==> src/rtl/game_pkg.sv <==
// game_pkg: shared state encoding, BCD constants and helpers for the game timer
package game_pkg;
  localparam int BCD_W = 4;
  localparam int MAX_DIGITS = 8;
  typedef enum logic [2:0] {
    ST_IDLE   = 3'd0,
    ST_RUN    = 3'd1,
    ST_PAUSED = 3'd2,
    ST_SETTLE = 3'd3,
    ST_DONE   = 3'd4
  } state_e;
  function automatic logic [BCD_W*MAX_DIGITS-1:0] bcd_all_nines(input int digits);
    logic [BCD_W*MAX_DIGITS-1:0] r;
    r = '0;
    for (int i = 0; i < MAX_DIGITS; i++) if (i < digits) r[i*BCD_W +: BCD_W] = 4'h9;
    return r;
  endfunction
endpackage

==> src/rtl/bcd_incr.sv <==
// bcd_incr: combinational multi-digit BCD +1; all_nines_o flags the carry out of the top digit
module bcd_incr
  import game_pkg::*;
#(
  parameter int DIGITS = 4
) (
  input  logic [BCD_W*DIGITS-1:0] val_i,
  output logic [BCD_W*DIGITS-1:0] sum_o,
  output logic                    all_nines_o
);
  logic             carry;
  logic [BCD_W-1:0] dig;
  // ripple the +1 carry from digit 0 upward; a 9 with carry-in rolls to 0
  always_comb begin
    carry = 1'b1;
    dig = '0;
    sum_o = val_i;
    for (int i = 0; i < DIGITS; i++) begin
      dig = val_i[i*BCD_W +: BCD_W];
      sum_o[i*BCD_W +: BCD_W] = carry ? (dig == 4'h9 ? 4'h0 : dig + 4'h1) : dig;
      carry = carry && dig == 4'h9;
    end
    all_nines_o = carry;
  end
endmodule

==> src/rtl/game_timer_best.sv <==
// game_timer_best: BCD run timer with pause, hole restart/penalty and best-time record
module game_timer_best
  import game_pkg::*;
#(
  parameter int CLK_FREQ     = 100000000,
  parameter int TICK_RATE    = 10,
  parameter int DIGITS       = 4,
  parameter int HOLE_PENALTY = 0
) (
  input  logic                    clk,
  input  logic                    reset,
  input  logic                    start,
  input  logic                    pause,
  input  logic                    won_the_game,
  input  logic                    hit_a_hole,
  input  logic                    clear_best,
  output logic [BCD_W*DIGITS-1:0] timer,
  output logic [BCD_W*DIGITS-1:0] best,
  output logic                    best_valid,
  output logic                    new_best,
  output logic                    running,
  output logic                    saturated
);
  localparam int TW = BCD_W*DIGITS;
  localparam int PERIOD = CLK_FREQ/TICK_RATE;
  localparam int PSW = PERIOD > 1 ? $clog2(PERIOD) : 1;
  localparam int PNW = HOLE_PENALTY > 0 ? $clog2(HOLE_PENALTY*4+1) : 1;
  localparam logic [TW-1:0] NINES = TW'(bcd_all_nines(DIGITS));
  localparam logic [PSW-1:0] PS_LAST = PSW'(PERIOD-1);
  localparam logic [PNW-1:0] PN_MAX = '1;
  localparam logic [PNW:0] PN_ADD = (PNW+1)'(HOLE_PENALTY);

  state_e         state_q, state_d;
  logic [TW-1:0]  timer_q, timer_d, best_q, best_d, inc_val;
  logic [PSW-1:0] presc_q, presc_d;
  logic [PNW-1:0] pen_q, pen_d;
  logic [PNW:0]   pen_sum;
  logic           best_valid_q, best_valid_d, new_best_q, new_best_d, saturated_q, saturated_d;
  logic           all9, in_play, win, hole, tick, drain, done_entry, upd;

  bcd_incr #(.DIGITS(DIGITS)) u_incr (
    .val_i       (timer_q),
    .sum_o       (inc_val),
    .all_nines_o (all9)
  );

  // state and datapath registers
  always_ff @(posedge clk) begin
    if (reset) begin
      state_q      <= ST_IDLE;
      timer_q      <= '0;
      presc_q      <= '0;
      pen_q        <= '0;
      best_q       <= NINES;
      best_valid_q <= 1'b0;
      new_best_q   <= 1'b0;
      saturated_q  <= 1'b0;
    end else begin
      state_q      <= state_d;
      timer_q      <= timer_d;
      presc_q      <= presc_d;
      pen_q        <= pen_d;
      best_q       <= best_d;
      best_valid_q <= best_valid_d;
      new_best_q   <= new_best_d;
      saturated_q  <= saturated_d;
    end
  end

  // next state, timer, prescaler and penalty; a win masks both the tick and the hole
  always_comb begin
    in_play = state_q == ST_RUN || state_q == ST_PAUSED;
    win = in_play && won_the_game;
    hole = in_play && hit_a_hole && !won_the_game;
    tick = state_q == ST_RUN && presc_q == PS_LAST && !won_the_game;
    drain = pen_q != '0 && (state_q == ST_RUN || state_q == ST_SETTLE);
    state_d = state_q;
    presc_d = state_q == ST_RUN && !won_the_game ? (tick ? '0 : presc_q + 1'b1) : presc_q;
    timer_d = (tick || drain) && !all9 ? inc_val : timer_q;
    pen_d = pen_q - PNW'(drain && !tick);
    pen_sum = {1'b0, pen_d} + PN_ADD;
    if (hole && HOLE_PENALTY == 0) begin
      timer_d = '0;
      presc_d = '0;
    end
    if (hole && HOLE_PENALTY != 0) pen_d = pen_sum > {1'b0, PN_MAX} ? PN_MAX : pen_sum[PNW-1:0];
    case (state_q)
      ST_IDLE, ST_DONE: if (start) begin
        state_d = ST_RUN;
        timer_d = '0;
        presc_d = '0;
        pen_d = '0;
      end
      ST_RUN, ST_PAUSED: state_d = win ? (pen_q != '0 ? ST_SETTLE : ST_DONE) : pause ? ST_PAUSED : ST_RUN;
      ST_SETTLE: state_d = pen_d == '0 ? ST_DONE : ST_SETTLE;
      default: state_d = ST_IDLE;
    endcase
  end

  // best-time capture on DONE entry; a capture wins over clear_best
  always_comb begin
    done_entry = state_d == ST_DONE && state_q != ST_DONE;
    upd = done_entry && (!best_valid_q || timer_d < best_q);
    best_d = upd ? timer_d : clear_best ? NINES : best_q;
    best_valid_d = upd || (best_valid_q && !clear_best);
    new_best_d = upd;
    saturated_d = timer_d == NINES;
  end

  assign timer = timer_q;
  assign best = best_q;
  assign best_valid = best_valid_q;
  assign new_best = new_best_q;
  assign running = state_q == ST_RUN;
  assign saturated = saturated_q;
endmodule

==> config.mk <==
export PLATFORM = sky130hd
export DESIGN_NAME = game_timer_best
export DESIGN_NICKNAME = d
export VERILOG_FILES = /design/src/rtl/game_pkg.sv /design/src/rtl/bcd_incr.sv /design/src/rtl/game_timer_best.sv
export SDC_FILE = /design/constraint.sdc
export NUM_CORES = 1
export LEC_CHECK = 0
export CORE_ASPECT_RATIO = 0.6
export CORE_MARGIN = 3
export CORE_UTILIZATION = 45
export DETAILED_ROUTE_END_ITERATION = 10
export PLACE_DENSITY = 0.68
export SETUP_SLACK_MARGIN = 0.4
export SYNTH_ARGS = -nofsm -noshare
export SYNTH_HDL_FRONTEND = slang
export SYNTH_SLANG_ARGS = --single-unit
==> constraint.sdc <==
create_clock -name clk -period 6 [get_ports clk]
set_clock_uncertainty 0.05 [all_clocks]
set_input_delay 0.9 -clock clk [delete_from_list [all_inputs] [get_ports clk]]
set_output_delay 0.9 -clock clk [all_outputs]
set_load 0.01 [all_outputs]
==> results.json, run 1 <==
{
  "status": "finished clean",
  "cts_sinks": 63,
  "max-cap-violations": 0,
  "crit_required_ps": 6180,
  "irDropWorstVdd_uv": 231,
  "postCtsResizedCells": 0,
  "seq_power_share": 0.389,
  "reg2reg_slack_ps": 1330,
  "coreArea_um2": 7450,
  "setup_viol": 0,
  "hp-start": "presc_q[1]",
  "met2_usage": 0.294,
  "clkPwrFrac": 0.552,
  "drc": 0,
  "power.density_nw_per_um2": 247,
  "clock_path_buffers": 2,
  "synth-xor-area-share": 0.0618,
  "die-area_um2": 9010,
  "htreeDepth": 3,
  "busiest_layer": "met1",
  "period_share": 0.873,
  "r2r-start": "presc_q[14]",
  "cts.clk_slew.worst_paths_ps": 60,
  "die_y_um": 74.7,
  "cp-start-kind": "primary input",
  "start_util": 0.476,
  "synthSimpleGateAreaFrac": 0.298,
  "synthAdderAreaFrac": 0.0847,
  "drtPass1Iterations": 5,
  "ant_nets": 0,
  "synth.area.mux_share": 0.0293,
  "wirelength_mm": 9.55,
  "seqCellArea_um2": 1260,
  "min_delay_path_depth": 2,
  "antennaDiodeCount": 0,
  "clock_latency_ps": 340,
  "finalCriticalPeriod_ps": 5240,
  "drt_iter0_drc": 266,
  "chipWidth_um": 121,
  "synth-warning-count": 0,
  "pre_cts_ws_ps": 455,
  "slew_viol_final": 0,
  "antenna_found_initial": 0,
  "portBuffers": 42,
  "fill_cells": 681,
  "post_synth_num_cell_types": 56,
  "vias": 3345,
  "grt_usage": 0.226,
  "io_pins": 43,
  "hpwl_mm": 6.93,
  "crit_arrival_ps": 5420,
  "p_int_uw": 865,
  "root_buffer": "clkbuf_16",
  "setup_slack_ps": 765,
  "grt_max_degree": 37,
  "ys.flop_type": "dfxtp_1",
  "synth-edff-count": 0,
  "critPathMaxFanout": 14,
  "avgSynthCellArea_um2": 8.32,
  "netSwitchingPower_uw": 238,
  "comb_power_share": 0.059,
  "ys_seq_elements": 63,
  "via_per_inst": 5.71,
  "synthCells": 426,
  "hold_path_end": "presc_q[1]",
  "critPathKind": "in2reg",
  "seq_area_frac_synth": 0.356,
  "fmax_ghz": 0.191,
  "min_path_type": "reg2reg",
  "fin_setup_tns_ps": 0,
  "gp_congestion": 0.959,
  "p_total_uw": 1100,
  "rsz0062_at_grt": "false",
  "reg2reg_to": "best[4]",
  "grtUsageMet1": 0.343,
  "grt_pass1_wl_mm": 15.7,
  "syn_nets": 457,
  "synth_top_area_share": 0.356,
  "async_flop_share": 0,
  "rows": 24,
  "synth_compound_area_frac": 0.120,
  "p_leak_uw": 0.00172,
  "yosysMostFrequentCell": "dfxtp_1",
  "synth_top_area_cell": "dfxtp_1",
  "slew_headroom": 0.509,
  "tightest_slew_ps": 735,
  "setup.worst_path.end_class": "register",
  "cts_tree": "built",
  "met3_usage": 0.0736,
  "yosys-top-cells-count": "dfxtp_1 (63), nor2_1 (62), nand2_1 (34), inv_1 (32), ha_1 (24)",
  "drt-wirelength-per-cell_um": 16.3,
  "overflow": 0,
  "p_sw_frac": 0.216,
  "ff2ff_path_depth": 16,
  "multi_input_area_um2": 2100,
  "layout-drive-gt1-share": 0.0747,
  "grt_pass1_vias": 3051,
  "syn_area_um2": 3540,
  "hold_viol_final": 0,
  "area_growth_pct": 26.0,
  "yosys-top-cells-area": "dfxtp_1 (36%), ha_1 (8.5%), nor2_1 (6.6%)",
  "ctsHoldBuffers": 0,
  "synth_top_family_by_area": "simple AND/OR/NAND/NOR gates",
  "finalNetCount": 508,
  "cts-buffers-inserted": 9
}
## timing repair
item | 4_1_cts | 5_1_grt
buffers inserted | 0 | 3
endpoints found under the hold margin | 0 | 0
endpoints found under the setup margin | 0 | 3
## stage by stage
step           hold slack [ps]  instance area (um^2)  std cells  utilization
6_report                   439                  4460        586        0.599
5_1_grt                    483                  4460        586        0.599
4_1_cts                    438                  4440        583        0.596
3_5_place_dp               420                  4090        567        0.550
3_3_place_gp               409                  4090        567        0.550
2_1_floorplan              383                  3540        426            -
## cells in the final DEF, fill, tap and decap left out, types with 2 or more instances in the layout
master	netlist	final
inv_1	32	32
clkinv_2	0	2
xnor2_1	14	14
bufinv_16	0	3
and4_1	3	3
nor4_1	6	6
mux2_1	2	2
or3_1	8	8
nor2_1	62	62
ha_1	24	24
or4_1	2	2
mux2i_1	7	7
clkdlybuf4s50_1	0	42
nand2b_1	5	5
o21ai_0	11	11
o41ai_1	5	5
o21a_1	3	3
a31oi_1	3	3
and3b_1	4	4
and3_1	2	2
dfxtp_1	63	63
nor4b_1	3	3
nand4_1	16	16
a21o_1	6	6
xor2_1	11	11
buf_4	1	11
nand3b_1	4	4
and2_1	5	5
a21oi_1	18	18
nand2_1	34	34
nor2b_1	2	2
clkbuf_16	0	9
nand3_1	16	16
nor3_1	19	19
## worst max path at each step
| stage | from | endpoint | slack (ps) |
|---|---|---|---|
| 2_1_floorplan | won_the_game | best[14] | 1400 |
| 3_3_place_gp | won_the_game | best[4] | 570 |
| 3_5_place_dp | won_the_game | best[4] | 450 |
| 4_1_cts | won_the_game | best[4] | 750 |
| 5_1_grt | won_the_game | best[4] | 480 |
| 6_report | won_the_game | best[4] | 760 |
## flip-flops by register name, summed over array words and instances, names as in the netlist
register	flops
presc_q	24
best	16
timer	16
state_q	3
best_valid	1
new_best	1
pen_q	1
saturated	1
## metal layers
layer / vias up / routed length, um
li1: 1598 / -
met1: 1575 / 4910
met2: 159 / 3690
met3: 13 / 822
met4: 0 / 114
met5: - / 0
## logic make-up (layout without fill, tap and decap cells)
family,Yosys count,in the layout
adder cells (fa/ha/maj),24,24
AND/OR/NAND/NOR,200,200
buffers and inverters,45,101
AO/OA/AOI/OAI,59,59
XOR/XNOR,25,25
flip-flops,63,63
multiplexers,10,10
## power groups by stage
stage | Combinational (uW) | Clock (uW) | Sequential [uW]
after floorplan | 37.8 | 0 | 438
after global placement | 62.8 | 0 | 438
after detailed placement | 62.5 | 0 | 438
after CTS | 63.3 | 616 | 429
after global routing | 71.9 | 634 | 429
final | 65.3 | 608 | 429
## worst max-delay path, cell delays in order
cell and delay [ps]:
clkdlybuf4s50_1 530, nor4b_4 290, buf_4 190, nand4b_4 110, o21a_1 250, nor4b_1 390, xnor2_1 190, nor2_1 90
ha_1 210, or4_1 530, a21oi_1 130, a32oi_1 120, nor3_1 380, o311ai_4 180, a31oi_4 460, buf_4 250
nand2_1 60, a21o_1 140
## cell type report
type / instances / area share
multi-input cells: 318 / 0.471
clock inverters: 6 / 0.0241
repair buffers: 53 / 0.113
inverters: 32 / 0.0269
well taps: 104 / 0.0292
clock buffers: 10 / 0.0535
flip-flops and latches: 63 / 0.283
Note: power is estimated with default switching activity, not from simulation.
==> run 2, diff against run 1 <==
- CAP_MARGIN: unset -> 20
- RECOVER_POWER: unset -> 25
- TNS_END_PERCENT: unset -> 50
==> run 2 against run 1 <==
Net effect: die area is the same; flip-flop and latch count stayed put; final area is the same; combinational power fell by 2%; critical path type unchanged; sequential share of layout area unchanged; routed wire length shrank 0.58%; clock power barely moved; highest routed layer unchanged; non-clock buffer count stayed put; worst hold slack barely moved; count of clock-buffer cells in the layout stayed put; first-iteration DRC count up 9.8%; via count is 0.66% lower.
==> results.json, run 2 (synthesis results as in run 1) <==
{
  "p_leak_uw": 0.00174,
  "cts-buffers-inserted": 9,
  "hold_path_end": "presc_q[1]",
  "io_pins": 43,
  "critPathSlowestCell": "dlygate4sd3_1",
  "period_share": 0.889,
  "antennaDiodeCount": 0,
  "setup_viol": 0,
  "ctsHoldBuffers": 0,
  "cts_sinks": 63,
  "final_common_cell": "dfxtp_1",
  "max-cap-violations": 0,
  "path_buf_inv": 3,
  "layout-drive-gt1-share": 0.0747,
  "hold_viol_final": 0,
  "min_delay_path_depth": 2,
  "fin_setup_tns_ps": 0,
  "largest_register_ffs": 24,
  "finalCriticalPeriod_ps": 5340,
  "cp-start-kind": "primary input",
  "die-area_um2": 9010,
  "start_util": 0.476,
  "ff2ff_path_depth": 16,
  "clock_latency_ps": 340,
  "gp_congestion": 0.959,
  "chipWidth_um": 121,
  "overflow": 0,
  "slew_headroom": 0.506,
  "rows": 24,
  "top_register": "presc_q",
  "postCtsResizedCells": 0,
  "cts.clk_slew.worst_paths_ps": 60,
  "antenna_found_initial": 0,
  "htreeDepth": 3,
  "drtPass1Iterations": 5,
  "wirelength_mm": 9.49,
  "critPathKind": "in2reg",
  "via_per_inst": 5.67,
  "finalNetCount": 508,
  "irDropWorstVdd_uv": 231,
  "drc": 0,
  "final_area_um2": 4460,
  "hp-start": "presc_q[1]",
  "placed_cell_area_um2": 4090,
  "cts_tree": "built",
  "min_path_type": "reg2reg",
  "crit_arrival_ps": 5520,
  "slew_viol_final": 0,
  "reg2reg_to": "best[4]",
  "hpwl_mm": 6.93,
  "cpPeakStageDelay_ps": 640,
  "fill_cells": 681,
  "root_buffer": "clkbuf_16",
  "final_cell_mix": "dfxtp_1 (63), nor2_1 (62), nand2_1 (34)",
  "grt_usage": 0.226,
  "tightest_slew_ps": 740,
  "setup.worst_path.end_class": "register",
  "grt_pass1_vias": 3051,
  "crit_chain": "dlygate4sd3_1 > nor4b_4 > buf_4 > nand4b_4 > o21a_1 > nor4b_1 > xnor2_1 > nor2_1 > ha_1 > or4_1 > a21oi_1 > a32oi_1 > nor3_1 > o311ai_4 > a31oi_4 > buf_4 > nand2_1 > a21o_1",
  "die_y_um": 74.7,
  "seqCellArea_um2": 1260,
  "crit_required_ps": 6180,
  "drt-wirelength-per-cell_um": 16.2,
  "drt_iter0_drc": 292,
  "vias": 3323,
  "grt_pass1_wl_mm": 15.7,
  "status": "finished clean",
  "critical_path.top_delay_family": "simple AND/OR/NAND/NOR gates",
  "coreArea_um2": 7450,
  "clock_path_buffers": 2,
  "fmax_ghz": 0.187,
  "multi_input_area_um2": 2100,
  "rsz0062_at_grt": "false",
  "area_growth_pct": 26.0,
  "portBuffers": 42,
  "power.density_nw_per_um2": 247,
  "r2r-start": "presc_q[14]",
  "reg2reg_slack_ps": 1310,
  "path_common_cell": "buf_4",
  "critPathMaxFanout": 14,
  "ant_nets": 0,
  "grt_max_degree": 37
}
-- run 2: cell count changes in the layout (fill, tap and decap cells not counted), sizes merged --
cell	previous run	this run
clkdlybuf4s50	42	20
dlygate4sd3	0	22
-- run 2: area by class of cell --
cell class / instances / area share
Clock buffer: 10 / 0.0535
Clock inverter: 6 / 0.0241
Inverter: 32 / 0.0269
Multi-Input combinational cell: 318 / 0.471
Sequential cell: 63 / 0.283
Tap cell: 104 / 0.0292
Timing Repair Buffer: 53 / 0.113
-- run 2: what timing repair did --
action                                  in CTS  in global routing
buffers inserted                             0                  3
endpoints found under the setup margin       0                  3
hold endpoints to repair                     0                  0
-- run 2: worst max-delay path by stage --
stage / from / to / slack [ps] / depth (start not counted)
3_5_place_dp: won_the_game / best[4] / 450 / 17
2_1_floorplan: won_the_game / best[14] / 1400 / 15
4_1_cts: won_the_game / best[4] / 750 / 17
5_1_grt: won_the_game / best[4] / 400 / 18
6_report: won_the_game / best[4] / 660 / 18
3_3_place_gp: won_the_game / best[4] / 570 / 17
-- run 2: worst reg2reg max path: stages (launching register included) --
cell      delay [ps]
dfxtp_1          370
nor4b_1          480
nand4_1          250
o21a_1           300
nor4b_1          390
xnor2_1          190
nor2_1            90
ha_1             210
or4_1            530
a21oi_1          130
a32oi_1          120
nor3_1           380
o311ai_4         180
a31oi_4          460
buf_4            260
nand2_1           60
a21o_1           140
-- run 2: routing by layer --
layer  GRT usage  routed length (um)
met3      0.0736                 787
met2       0.294                3630
met5           0                   0
met4      0.0754                 130
met1       0.343                4950
-- run 2: report_power, final --
| group | internal, uW | switching [uW] |
|---|---|---|
| combinational | 24.7 | 39.4 |
| clock | 415 | 193 |
| sequential | 423 | 5.29 |
| total | 863 | 237 |
-- run 2: per-stage QoR --
stage | hold WS (ps) | utilization | power, uW | cells | setup WS (ps)
3_3_place_gp | 409 | 0.550 | 500 | 567 | 573
5_1_grt | 483 | 0.599 | 1130 | 586 | 402
2_1_floorplan | 383 | - | 476 | 426 | 1400
4_1_cts | 438 | 0.596 | 1110 | 583 | 749
6_report | 439 | 0.599 | 1100 | 586 | 664
3_5_place_dp | 420 | 0.550 | 500 | 567 | 455
